`src/rtl/systolic_pkg.sv`:
```
// Shared types and default sizing for the systolic array edge feeder.
package systolic_pkg;

   typedef enum logic [2:0] {
      StIdle,
      StWCollect,
      StWBurst,
      StGap,
      StIfmap,
      StDone
   } feeder_state_e;

   localparam int unsigned DEF_W_BITWIDTH     = 8;
   localparam int unsigned DEF_IFMAP_BITWIDTH = 16;
   localparam int unsigned DEF_W_LEN          = 16;
   localparam int unsigned DEF_IFMAP_GAP      = 16;
   localparam int unsigned DEF_LEN_BITWIDTH   = 16;

   // Width able to hold max(a, b) inclusive.
   function automatic int unsigned cnt_width(input int unsigned a, input int unsigned b);
      int unsigned m;
      m = (a > b) ? a : b;
      return $clog2(m + 1);
   endfunction

endpackage

```
`src/rtl/feeder_wbuf.sv`:
```
// Weight staging register file: written in collect order, read back in the same order for the burst.
module feeder_wbuf
   import systolic_pkg::*;
#(
   parameter int unsigned W_LEN      = DEF_W_LEN,
   parameter int unsigned W_BITWIDTH = DEF_W_BITWIDTH
) (
   input  logic                  clk,
   input  logic                  rst,
   input  logic                  wr_clr,
   input  logic                  wr_en,
   input  logic [W_BITWIDTH-1:0] wr_data,
   input  logic                  rd_clr,
   input  logic                  rd_en,
   output logic [W_BITWIDTH-1:0] rd_data
);

   localparam int unsigned PTR_W = (W_LEN > 1) ? $clog2(W_LEN) : 1;

   logic [W_BITWIDTH-1:0] mem [W_LEN];
   logic [PTR_W-1:0]      wr_ptr_q;
   logic [PTR_W-1:0]      rd_ptr_q;

   always_ff @(posedge clk) begin
      if (rst) begin
         wr_ptr_q <= '0;
         rd_ptr_q <= '0;
      end else begin
         if (wr_clr)     wr_ptr_q <= '0;
         else if (wr_en) wr_ptr_q <= wr_ptr_q + PTR_W'(1);
         if (rd_clr)     rd_ptr_q <= '0;
         else if (rd_en) rd_ptr_q <= rd_ptr_q + PTR_W'(1);
      end
   end

   always_ff @(posedge clk) begin
      if (wr_en) mem[wr_ptr_q] <= wr_data;
   end

   assign rd_data = mem[rd_ptr_q];

endmodule

```
`src/rtl/systolic_feeder.sv`:
```
// Array-edge feeder: collects a full weight set, bursts it contiguously, idles for the gap,
// then streams ifmap beats. Weight and ifmap enables are never high together.
module systolic_feeder
   import systolic_pkg::*;
#(
   parameter int unsigned W_BITWIDTH     = DEF_W_BITWIDTH,
   parameter int unsigned IFMAP_BITWIDTH = DEF_IFMAP_BITWIDTH,
   parameter int unsigned W_LEN          = DEF_W_LEN,
   parameter int unsigned IFMAP_GAP      = DEF_IFMAP_GAP,
   parameter int unsigned LEN_BITWIDTH   = DEF_LEN_BITWIDTH
) (
   input  logic                      clk,
   input  logic                      rst,
   input  logic                      start,
   input  logic [LEN_BITWIDTH-1:0]   ifmap_len,
   input  logic                      w_valid,
   input  logic [W_BITWIDTH-1:0]     w_data,
   output logic                      w_ready,
   input  logic                      ifmap_valid,
   input  logic [IFMAP_BITWIDTH-1:0] ifmap_data,
   output logic                      ifmap_ready,
   output logic                      w_enable_out,
   output logic [W_BITWIDTH-1:0]     w_data_out,
   output logic                      ifmap_enable_out,
   output logic [IFMAP_BITWIDTH-1:0] ifmap_data_out,
   output logic                      busy,
   output logic                      done
);

   localparam int unsigned CNT_W = cnt_width(W_LEN, IFMAP_GAP);

   feeder_state_e           state_q;
   logic [CNT_W-1:0]        cnt_q;
   logic [LEN_BITWIDTH-1:0] len_q;
   logic [LEN_BITWIDTH-1:0] beats_q;
   logic [W_BITWIDTH-1:0]   rd_data;
   logic                    w_hs;
   logic                    i_hs;

   assign w_ready     = (state_q == StWCollect);
   assign ifmap_ready = (state_q == StIfmap) && (beats_q != len_q);
   assign w_hs        = w_valid & w_ready;
   assign i_hs        = ifmap_valid & ifmap_ready;

   // Write pointer rewinds while idle, read pointer while collecting.
   feeder_wbuf #(
      .W_LEN      (W_LEN),
      .W_BITWIDTH (W_BITWIDTH)
   ) u_wbuf (
      .clk     (clk),
      .rst     (rst),
      .wr_clr  (state_q == StIdle),
      .wr_en   (w_hs),
      .wr_data (w_data),
      .rd_clr  (state_q == StWCollect),
      .rd_en   (state_q == StWBurst),
      .rd_data (rd_data)
   );

   always_ff @(posedge clk) begin
      if (rst) begin
         state_q          <= StIdle;
         cnt_q            <= '0;
         len_q            <= '0;
         beats_q          <= '0;
         w_enable_out     <= 1'b0;
         w_data_out       <= '0;
         ifmap_enable_out <= 1'b0;
         ifmap_data_out   <= '0;
         busy             <= 1'b0;
         done             <= 1'b0;
      end else begin
         w_enable_out     <= 1'b0;
         ifmap_enable_out <= 1'b0;
         done             <= 1'b0;
         unique case (state_q)
            StIdle: begin
               if (start) begin
                  len_q   <= ifmap_len;
                  cnt_q   <= '0;
                  busy    <= 1'b1;
                  state_q <= StWCollect;
               end
            end
            StWCollect: begin
               if (w_hs) begin
                  if (cnt_q == CNT_W'(W_LEN - 1)) begin
                     cnt_q   <= '0;
                     state_q <= StWBurst;
                  end else begin
                     cnt_q <= cnt_q + CNT_W'(1);
                  end
               end
            end
            StWBurst: begin
               w_enable_out <= 1'b1;
               w_data_out   <= rd_data;
               if (cnt_q == CNT_W'(W_LEN - 1)) begin
                  cnt_q   <= '0;
                  state_q <= StGap;
               end else begin
                  cnt_q <= cnt_q + CNT_W'(1);
               end
            end
            StGap: begin
               // Gap state spans IFMAP_GAP cycles; the last weight beat is visible in its first.
               if (cnt_q == CNT_W'(IFMAP_GAP - 1)) begin
                  cnt_q   <= '0;
                  beats_q <= '0;
                  if (len_q == '0) begin
                     done    <= 1'b1;
                     state_q <= StDone;
                  end else begin
                     state_q <= StIfmap;
                  end
               end else begin
                  cnt_q <= cnt_q + CNT_W'(1);
               end
            end
            StIfmap: begin
               if (i_hs) begin
                  ifmap_enable_out <= 1'b1;
                  ifmap_data_out   <= ifmap_data;
                  beats_q          <= beats_q + LEN_BITWIDTH'(1);
                  if (beats_q == len_q - LEN_BITWIDTH'(1)) begin
                     done    <= 1'b1;
                     state_q <= StDone;
                  end
               end
            end
            StDone: begin
               busy    <= 1'b0;
               state_q <= StIdle;
            end
            default: state_q <= StIdle;
         endcase
      end
   end

`ifndef SYNTHESIS
   logic [CNT_W-1:0] w_run_q;

   always_ff @(posedge clk) begin
      if (rst)               w_run_q <= '0;
      else if (w_enable_out) w_run_q <= w_run_q + CNT_W'(1);
      else                   w_run_q <= '0;
   end

   always_ff @(posedge clk) begin
      if (!rst) begin
         assert (!(w_enable_out && ifmap_enable_out))
            else $error("weight and ifmap enables high together");
         assert (!(w_enable_out && (w_run_q == CNT_W'(W_LEN))))
            else $error("weight enable run too long");
         assert (w_enable_out || (w_run_q == '0) || (w_run_q == CNT_W'(W_LEN)))
            else $error("weight enable run too short");
      end
   end
`endif

endmodule

```
`config.mk`:
```
export PLATFORM = sky130hd
export DESIGN_NAME = systolic_feeder
export DESIGN_NICKNAME = d
export VERILOG_FILES = /design/src/rtl/systolic_pkg.sv /design/src/rtl/feeder_wbuf.sv /design/src/rtl/systolic_feeder.sv
export SDC_FILE = /design/constraint.sdc
export NUM_CORES = 1
export LEC_CHECK = 0
export CAP_MARGIN = 20
export CORE_MARGIN = 2
export CORE_UTILIZATION = 52
export DETAILED_ROUTE_END_ITERATION = 7
export MAX_ROUTING_LAYER = met4
export PLACE_DENSITY = 0.76
export REMOVE_ABC_BUFFERS = 1
export SYNTH_ARGS = -nofsm -noshare
export SYNTH_HDL_FRONTEND = slang
export SYNTH_SLANG_ARGS = --single-unit
```
`constraint.sdc`:
```
create_clock -name clk -period 2.4 [get_ports clk]
set_input_delay 0.48 -clock clk [delete_from_list [all_inputs] [get_ports clk]]
set_output_delay 0.48 -clock clk [all_outputs]
set_load 0.03 [all_outputs]
```
==> results of run 1 <==
[power by group through the flow]
stage	Combinational (µW)	Clock (µW)	Sequential [µW]
after floorplan	248	0	3870
after global placement	519	0	3860
after detailed placement	526	0	3860
after CTS	551	3270	3790
after global routing	636	3390	3800
final	583	3230	3800
[area by class of cell]
cell class	count	area [µm²]	share of cell area, %
antenna	1	2.502	0.02320
clock buffer	31	593.1	5.498
clock inverter	7	90.09	0.8352
inverter	7	26.28	0.2436
multi-input combinational	432	3178	29.46
sequential	204	5386	49.94
tap	220	275.3	2.552
timing repair buffer	138	1235	11.45
[cells in the mapped netlist (2+ instances only)]
library cell	n
o31ai_1	2
inv_1	7
clkbuf_1	28
nor2_1	62
buf_2	7
a31oi_1	2
nor3b_1	4
nand3b_1	3
and2_1	2
nand4b_1	5
ha_1	9
nor3_1	12
nor4_1	4
xnor2_1	14
nor4bb_1	2
a211oi_1	5
nand2_1	113
and3_1	5
dfxtp_1	76
o21ai_0	11
nand2b_1	6
mux2_2	3
a21oi_1	64
nand3_1	12
nand4_1	7
or2_2	2
mux4_2	40
xor2_1	19
or4_4	2
or3_1	4
edfxtp_1	128
buf_1	3
mux2i_1	2
[per-layer routing]
| layer | wire length, µm | track usage (%) | vias to the layer above |
|---|---|---|---|
| li1 | - | - | 2736 |
| met1 | 8492 | 30.91 | 2859 |
| met2 | 10100 | 39.23 | 204 |
| met3 | 1323 | 4.981 | 50 |
| met4 | 547 | 8.363 | 0 |
| met5 | 0 | - | - |
[kinds of logic (layout without fill, tap and decap cells)]
kind of cell,Yosys count,count (layout),share of synthesized area (%)
other cells,0,1,0
mux,45,45,11.08
buf+inv,46,183,2.193
compound gates,93,93,6.115
simple gates,252,252,13.67
xor+xnor,33,33,3.355
fa+ha+maj,9,9,1.307
flops,204,204,62.28
[path summary, 6_finish.rpt]
check,startpoint,endpoint,slack (ns)
min reg2reg,ifmap_data_out[6],ifmap_data_out[6],0.46
min,rst,cnt_q[1],0.27
max reg2reg,len_q[1],done,0.03
max,len_q[8],ifmap_ready,0.02
[repair_timing]
| action | 4_1_cts | 5_1_grt |
|---|---|---|
| setup buffers | 3 | 3 |
| hold buffers | 0 | 0 |
| endpoints found under the setup margin | 3 | 27 |
| gates resized for setup | 14 | 23 |
| pin swaps | 4 | 11 |
[flip-flops by register name (all words and copies together) (netlist names)]
signal,flops
ifmap_enable_out,1
u_wbuf.mem,128
done,1
cnt_q,5
u_wbuf.wr_ptr_q,4
state_q,3
beats_q,16
len_q,16
w_enable_out,1
busy,1
u_wbuf.rd_ptr_q,4
ifmap_data_out,16
w_data_out,8
[worst max-delay path, cell delays in order, from the launching register on]
cell      delay, ns
dfxtp_2        0.34
xor2_1         0.16
nand4b_1       0.21
or3_4          0.37
nor2_1         0.09
nor2_1         0.05
buf_2          0.17
[metrics by stage]
stage	setup WS, ns	instances	hold slack [ns]
final	0.02483	1040	0.2715
after global routing	-0.06363	1040	0.2934
after CTS	-0.0009830	1036	0.2729
after detailed placement	-0.02780	995	0.4494
after global placement	0.01678	995	0.4436
after floorplan	-0.4525	643	0.4426
==> results.yml, run 1 <==
outcome:
  run_status: "complete, no violations"
power_and_ir_drop:
  share_comb_of_total_power_pct: 7.7
  total_switching_power_uw: 1638
  finalPower_uw: 7606
  p_seq_share_pct: 49.9
  power_frac_clock_pct: 42.4
  peakVddDrop_mv: 0.5413
  power_density_mw_per_mm2: 705.1
  p_int_uw: 5968
  switching_share_pct: 21.53
  cellLeakagePower_uw: 0.003619
sta:
  hold_violations: 0
  unrepaired_setup_endpoints_after_global_routing: "yes"
  relSlewSlack_pct: 55.71
  max_slew.worst_pin.slew_ns: 0.6627
  totalNegativeSetupSlack_ns: 0
  max_freq_ghz: 0.4210
  finalMaxSlewViolations: 0
  finClkSkew_ns: 0.01078
  timing.final.setup_violations: 0
  post-route-period-util_pct: 98.97
  final_period_minus_worst_setup_slack_ns: 2.375
layout:
  final_core_utilization_pct: 65.74
  fillCellCount: 1157
  final_layout_size_suffix_gt1_share_pct: 21.12
  mostFrequentLayoutCell: "edfxtp_1"
  layout.nets: 858
  synthToLayoutAreaGrowth_pct: 25.21
  mostFrequentLayoutCells: "128 x edfxtp_1, 113 x nand2_1, 71 x clkdlybuf4s50_1"
  post-route-cell-area_mm2: 0.01079
die:
  die-area_mm2: 0.01761
  floorplan.die.height_um: 132.7
  floorplan.initialDensity_pct: 52.51
  rows: 47
  placeableCoreArea_mm2: 0.01641
  top_level_ports: 75
  die-width_um: 132.7
yosys:
  seq_area_frac_synth_pct: 62.28
  synth_cell_type_count: 50
  synth_top_area_share_pct: 44.62
  yosys_warnings: 0
  yosys.area.top_type: "edfxtp_1"
  netlist_instances: 682
  post_synthesis_async_set_or_reset_flop_share_pct: 0
  yosys_register_bits: 204
  synthesis.area_mm2: 0.008615
  postSynthAreaPerCell_um2: 12.63
  synth_enable_flop_cells: 128
  synth_top_flop_cell: "edfxtp_1"
  yosys-top-cells-area: "edfxtp_1 45%, dfxtp_1 18%, mux4_2 10%"
worst_setup_path:
  start_kind: "flop"
  path_max_fanout: 3
  critical_path_required_ns: 1.92
  crit_path_end_kind: "output pin"
  critical_path_arrival_ns: 1.90
  crit_type: "flop to output pin"
  r2r.worst_path.cells: 6
placed_design:
  dp_hpwl_um: 13990
  port_buffers: 74
  dpl_cell_area_mm2: 0.009925
  routability_congestion_estimate: 0.8949
clocking:
  cts_tree: "built"
  cts_inserted_buffers: 21
  cts_num_sinks: 204
  clk_transition_reported_paths_ns: 0.06
  root_buffer: "clkbuf_16"
  worst_skew_pair.late_latency_ns: 0.50
  max-clock-path-buffers: 3
  cts_htree_levels: 1
global_route:
  via_count_of_the_first_global_routing_pass: 5941
  grt_use_total_pct: 24.30
  global_route_wire_length_before_repair_um: 32110
  grt_overflow: 0
  grt_max_degree: 36
  number_of_antenna_violations_at_the_first_check_in_global_routing: 1
drt:
  route.detailed.vias_per_inst: 5.624
  drt_first_iter_violations: 474
  detail_route.drc_violations: 0
  antenna_violating_nets_post_route: 0
  route.vias.total: 5849
  postRouteWirelength_um: 20470
  firstDrtPassIters: 6
  post_drt_wl_per_cell_um: 19.68
min_path:
  worst_hold_path_type: "input pin to flop"
  min_delay_path_depth: 2
flow_run:
  drv.max_cap_violation_count: 0
Note: power is estimated with default switching activity, not from simulation.
==> run 2: changes to the inputs <==
==> constraint.sdc (replaced) <==
create_clock -name clk -period 2.4 [get_ports clk]
set_input_delay 0.48 -clock clk [delete_from_list [all_inputs] [get_ports clk]]
set_output_delay 0.48 -clock clk [all_outputs]
set_load 0.05 [all_outputs]
==> run 2 against run 1 <==
Sequential power hardly changed. Register-to-register slack got worse by 0.02 ns. Final cell count shrank 1.1%. Critical path depth increased by 1. Worst hold slack better by 0.18 ns. Flip-flop and latch count is the same. Critical endpoint is now done. Largest cell class unchanged. Highest routed layer unchanged.
==> results.yml, run 2 (synthesis results as in run 1) <==
outcome:
  run_status: "complete, no violations"
sta:
  unrepaired_setup_endpoints_after_global_routing: "yes"
  final_period_minus_worst_setup_slack_ns: 2.392
  totalNegativeSetupSlack_ns: 0
  relSlewSlack_pct: 57.32
  final_critical_path_setup_slack_ns: 0.008031
  hold_violations: 0
  max_freq_ghz: 0.4181
  post-route-period-util_pct: 99.67
  timing.final.setup_violations: 0
  max_slew.worst_pin.slew_ns: 0.6394
  finClkSkew_ns: 0.02194
  finalMaxSlewViolations: 0
layout:
  final_core_utilization_pct: 65.11
  mostFrequentLayoutCells: "128 x edfxtp_1, 113 x nand2_1, 71 x clkdlybuf4s50_1"
  layout.nets: 847
  regMostFlops: "u_wbuf.mem"
  post-route-cell-area_mm2: 0.01068
  fillCellCount: 1149
  insertedDiodeCount: 0
  final_layout_size_suffix_gt1_share_pct: 18.91
  synthToLayoutAreaGrowth_pct: 24.01
  largest_register_ffs: 128
  mostFrequentLayoutCell: "edfxtp_1"
  instances_no_fill: 1029
power_and_ir_drop:
  p_seq_share_pct: 49.2
  power_frac_clock_pct: 44.2
  cellLeakagePower_uw: 0.003577
  switching_share_pct: 21.74
  peakVddDrop_mv: 0.6473
  total_switching_power_uw: 1680
  power_density_mw_per_mm2: 723.2
  share_comb_of_total_power_pct: 6.6
  p_int_uw: 6045
worst_setup_path:
  crit_path_end_kind: "flop"
  critPathMaxStageDelay_ns: 0.58
  cp_slowest_cell: "or4_4"
  endpoint: "done"
  critical_path_arrival_ns: 2.82
  cp_cell_sequence: "nor4_1 -> nand4b_1 -> xnor2_1 -> nor4_1 -> nand3_1 -> or4_4 -> a221oi_2"
  cp_common_cell: "nor4_1"
  worst_r2r_startpoint: "len_q[0]"
  worstSetupStartpoint: "len_q[0]"
  worstReg2RegEnd: "done"
  critical_path_required_ns: 2.83
  crit_type: "flop to flop"
  path_max_fanout: 6
  r2r.worst_path.cells: 7
  regToRegSetupSlack_ns: 0.008
  start_kind: "flop"
die:
  floorplan.die.height_um: 132.7
  die-area_mm2: 0.01761
  placeableCoreArea_mm2: 0.01641
  die-width_um: 132.7
  top_level_ports: 75
  floorplan.initialDensity_pct: 52.51
  rows: 47
drt:
  detail_route.drc_violations: 0
  route.detailed.vias_per_inst: 5.706
  postRouteWirelength_um: 19800
  firstDrtPassIters: 6
  drt_first_iter_violations: 448
  route.vias.total: 5871
  antenna_violating_nets_post_route: 0
  post_drt_wl_per_cell_um: 19.24
min_path:
  worst_hold_path_type: "flop to flop"
  min_delay_path_depth: 2
placed_design:
  dpl_cell_area_mm2: 0.009872
  placement.setup.worst_slack_ns: 0.02750
  dp_hpwl_um: 13420
  routability_congestion_estimate: 0.8968
  placed_cells: 987
  port_buffers: 74
clocking:
  cts_tree: "built"
  max-clock-path-buffers: 3
  cts_num_sinks: 204
  cts_inserted_buffers: 22
  worst_skew_pair.late_latency_ns: 0.51
  cts_htree_levels: 1
  root_buffer: "clkbuf_16"
  clk_transition_reported_paths_ns: 0.06
global_route:
  grt_max_degree: 37
  via_count_of_the_first_global_routing_pass: 5968
  grt_use_total_pct: 23.77
  number_of_antenna_violations_at_the_first_check_in_global_routing: 0
  grt_overflow: 0
  global_route_wire_length_before_repair_um: 32090
flow_run:
  drv.max_cap_violation_count: 0
run 2: per-layer routing:
layer / up-vias / GRT usage (%) / routed length (µm)
met3: 45 / 4.674 / 1162
met2: 203 / 39.32 / 9789
met5: - / - / 0
met1: 2904 / 30.27 / 8357
met4: 0 / 6.392 / 493
li1: 2719 / - / -
run 2: worst max-delay path: cells and delay by family (launching register included):
family,cells,cell delay [ns]
and+or+nand+nor,5,1.58
AOI/OAI and AO/OA,1,0.22
DFF,1,0.37
xor gates and xnor gates,1,0.15
run 2: cell type report:
| type | count | area [µm²] | share of cell area (%) |
|---|---|---|---|
| sequential | 204 | 5379 | 50.35 |
| tap | 220 | 275.3 | 2.577 |
| multi-input combinational | 432 | 3099 | 29.01 |
| inverter | 7 | 26.28 | 0.2460 |
| clock buffer | 27 | 579.3 | 5.423 |
| timing repair buffer | 126 | 1162 | 10.88 |
| clock inverter | 13 | 161.4 | 1.511 |
run 2: what timing repair did:
item / 4_1_cts / 5_1_grt
pin swaps: 2 / 1
gates resized for setup: 14 / 1
setup buffers: 0 / 2
hold buffers: 0 / 0
setup endpoints to repair: 1 / 9
run 2: worst min-delay path by stage:
stage	start	end	slack [ns]
2_1_floorplan	cnt_q[2]	cnt_q[2]	0.44
3_3_place_gp	ifmap_data_out[9]	ifmap_data_out[9]	0.44
3_5_place_dp	w_data_out[2]	w_data_out[2]	0.45
4_1_cts	ifmap_data_out[2]	ifmap_data_out[2]	0.46
5_1_grt	ifmap_data_out[14]	ifmap_data_out[14]	0.48
6_report	ifmap_data_out[2]	ifmap_data_out[2]	0.45
run 2: power groups by stage:
stage / Sequential [µW] / Combinational [µW] / Clock, µW
floorplan: 3870 / 251 / 0
CTS: 3800 / 508 / 3460
finish: 3800 / 512 / 3420
detailed placement: 3870 / 497 / 0
global placement: 3870 / 490 / 0
global route: 3800 / 566 / 3610
run 2: through the flow:
stage               power (µW)  hold WS (ns)
finish                    7725        0.4531
global route              7981        0.4806
CTS                       7767        0.4569
detailed placement        4367        0.4475
global placement          4357        0.4427
floorplan                 4123        0.4426
==> run 3: changes to the inputs <==
- CORE_UTILIZATION: 52 -> 27
- PLACE_DENSITY: 0.76 -> 0.45
- SLEW_MARGIN: default -> 20
==> run 3 against run 2 <==
The flow now finishes with violations (setup timing). Combinational power up 15%. Worst setup slack got worse by 0.013 ns. Non-clock buffer count grew 16. Core utilization shrank 30 points. Flip-flop and latch count stayed put. Sequential power about the same. Largest cell class unchanged. Highest routed layer unchanged.
==> results.yml, run 3 (synthesis results as in run 1) <==
outcome:
  run_status: "complete, but fails checks"
  failed_checks: "setup timing"
layout:
  regMostFlops: "u_wbuf.mem"
  final_core_utilization_pct: 35.47
  mostFrequentLayoutCell: "edfxtp_1"
  largest_register_ffs: 128
  final_layout_size_suffix_gt1_share_pct: 22.46
  layout.nets: 865
  synthToLayoutAreaGrowth_pct: 29.59
  instances_no_fill: 1230
  insertedDiodeCount: 0
  mostFrequentLayoutCells: "128 x edfxtp_1, 113 x nand2_1, 71 x clkdlybuf4s50_1"
sta:
  timing.final.setup_violations: 1
  max_freq_ghz: 0.4158
  max_slew.worst_pin.slew_ns: 0.6562
  relSlewSlack_pct: 56.15
  final_critical_path_setup_slack_ns: -0.005255
  hold_violations: 0
  final_period_minus_worst_setup_slack_ns: 2.405
  totalNegativeSetupSlack_ns: -0.005255
  finalMaxSlewViolations: 0
  finClkSkew_ns: 0.01029
  post-route-period-util_pct: 100.2
  unrepaired_setup_endpoints_after_global_routing: "yes"
global_route:
  grt_use_total_pct: 12.68
  grt_max_degree: 36
  number_of_antenna_violations_at_the_first_check_in_global_routing: 0
  global_route_wire_length_before_repair_um: 32240
  grt_overflow: 0
  via_count_of_the_first_global_routing_pass: 5675
power_and_ir_drop:
  finalPower_uw: 7934
  peakVddDrop_mv: 0.4010
  power_density_mw_per_mm2: 710.8
  cellLeakagePower_uw: 0.003697
drt:
  postRouteWirelength_um: 20460
  top_signal_layer_used: "met4"
  drt_first_iter_violations: 266
  drt-met1-wl_um: 9378
  post_drt_wl_per_cell_um: 16.63
  route.vias.total: 5600
  detail_route.drc_violations: 0
  route.detailed.vias_per_inst: 4.553
  met2_wirelength_um: 9981
  firstDrtPassIters: 4
  route.met3.wl_um: 755
  antenna_violating_nets_post_route: 0
die:
  floorplan.die.height_um: 182.6
  die-width_um: 182.6
  floorplan.initialDensity_pct: 27.37
  die-area_mm2: 0.03335
  rows: 65
  placeableCoreArea_mm2: 0.03147
  top_level_ports: 75
worst_setup_path:
  critPathMaxStageDelay_ns: 0.37
  crit_buf_inv: 2
  cp_slowest_cell: "dfxtp_4"
  crit_path_end_kind: "output pin"
  worstSetupStartpoint: "len_q[2]"
  critical_path_required_ns: 1.92
  start_kind: "flop"
  critical_path_arrival_ns: 1.93
  path_max_fanout: 7
  crit_type: "flop to output pin"
  worst_r2r_startpoint: "len_q[5]"
  cp_cell_sequence: "xor2_2 -> nor4_2 -> nand4_1 -> buf_4 -> nor2_4 -> nor2_2 -> buf_6"
  critical_path.top_delay_family: "simple AND/OR/NAND/NOR gates"
clocking:
  cts_num_sinks: 204
  root_buffer: "clkbuf_16"
  max-clock-path-buffers: 3
  cts_tree: "built"
  cts_inserted_buffers: 24
  cts_htree_levels: 1
  clk_transition_reported_paths_ns: 0.06
  worst_skew_pair.late_latency_ns: 0.51
placed_design:
  dp_hpwl_um: 14280
  routability_congestion_estimate: 0.8621
  port_buffers: 74
  placement.setup.worst_slack_ns: 0.002466
  placed_cells: 1183
min_path:
  worst_hold_path_type: "input pin to flop"
  min-delay-start: "rst"
flow_run:
  drv.max_cap_violation_count: 0
[run 3: cell types whose count changed in the layout (fill, tap and decap cells not counted), moves of 3 or more]
cell / delta
dfxtp_2: +3
nor4_1: -3
nor4_2: +3
dfxtp_4: +4
buf_4: +15
clkinv_1: +6
dfxtp_1: -7
[run 3: stage by stage]
step | hold slack (ns) | instance area (µm²)
finish | 0.4244 | 11160
global route | 0.4398 | 11160
CTS | 0.4224 | 11130
detailed placement | 0.4463 | 10220
global placement | 0.4424 | 10220
floorplan | 0.4426 | 8452
[run 3: power by group]
part / total, µW / internal [µW] / switching [µW]
combinational: 588 / 284 / 304
sequential: 3800 / 3760 / 39.7
clock: 3550 / 2150 / 1400
total: 7930 / 6190 / 1750
[run 3: final timing paths]
path                                 endpoint  slack, ns  cells past startpoint
worst max-delay path              ifmap_ready     -0.005                      7
worst min-delay path                 cnt_q[3]       0.42                      2
worst max register to register           done       0.08                      9
worst min register to register  w_data_out[6]       0.45                      2
[run 3: cell type report]
type / instances / area, µm²
Clock inverter: 17 / 165.2
Fill cell: 3073 / 20310
Tap cell: 402 / 503.0
Timing Repair Buffer: 142 / 1295
Clock buffer: 26 / 608.1
Sequential cell: 204 / 5398
Multi-Input combinational cell: 432 / 3168
Inverter: 7 / 26.28
[run 3: worst register-to-register path, delay by kind of cell, from the launching register on]
| family | cells | cell delay [ns] |
|---|---|---|
| and+or+nand+nor | 5 | 1.21 |
| AOI/OAI and AO/OA | 1 | 0.22 |
| DFF | 1 | 0.35 |
| buffers and inverters | 2 | 0.33 |
| xor gates and xnor gates | 1 | 0.14 |
[run 3: what timing repair did]
item                       in CTS  in global routing
resized for setup              28                  9
setup endpoints to repair       2                  6
hold buffers                    0                  0
buffers inserted                5                  0
pin swaps                       8                  3
[run 3: routing by layer]
metal / up-vias / GRT usage [%]
li1: 2765 / -
met1: 2723 / 16.30
met2: 86 / 20.93
met3: 26 / 2.295
met4: 0 / 2.871
met5: - / -
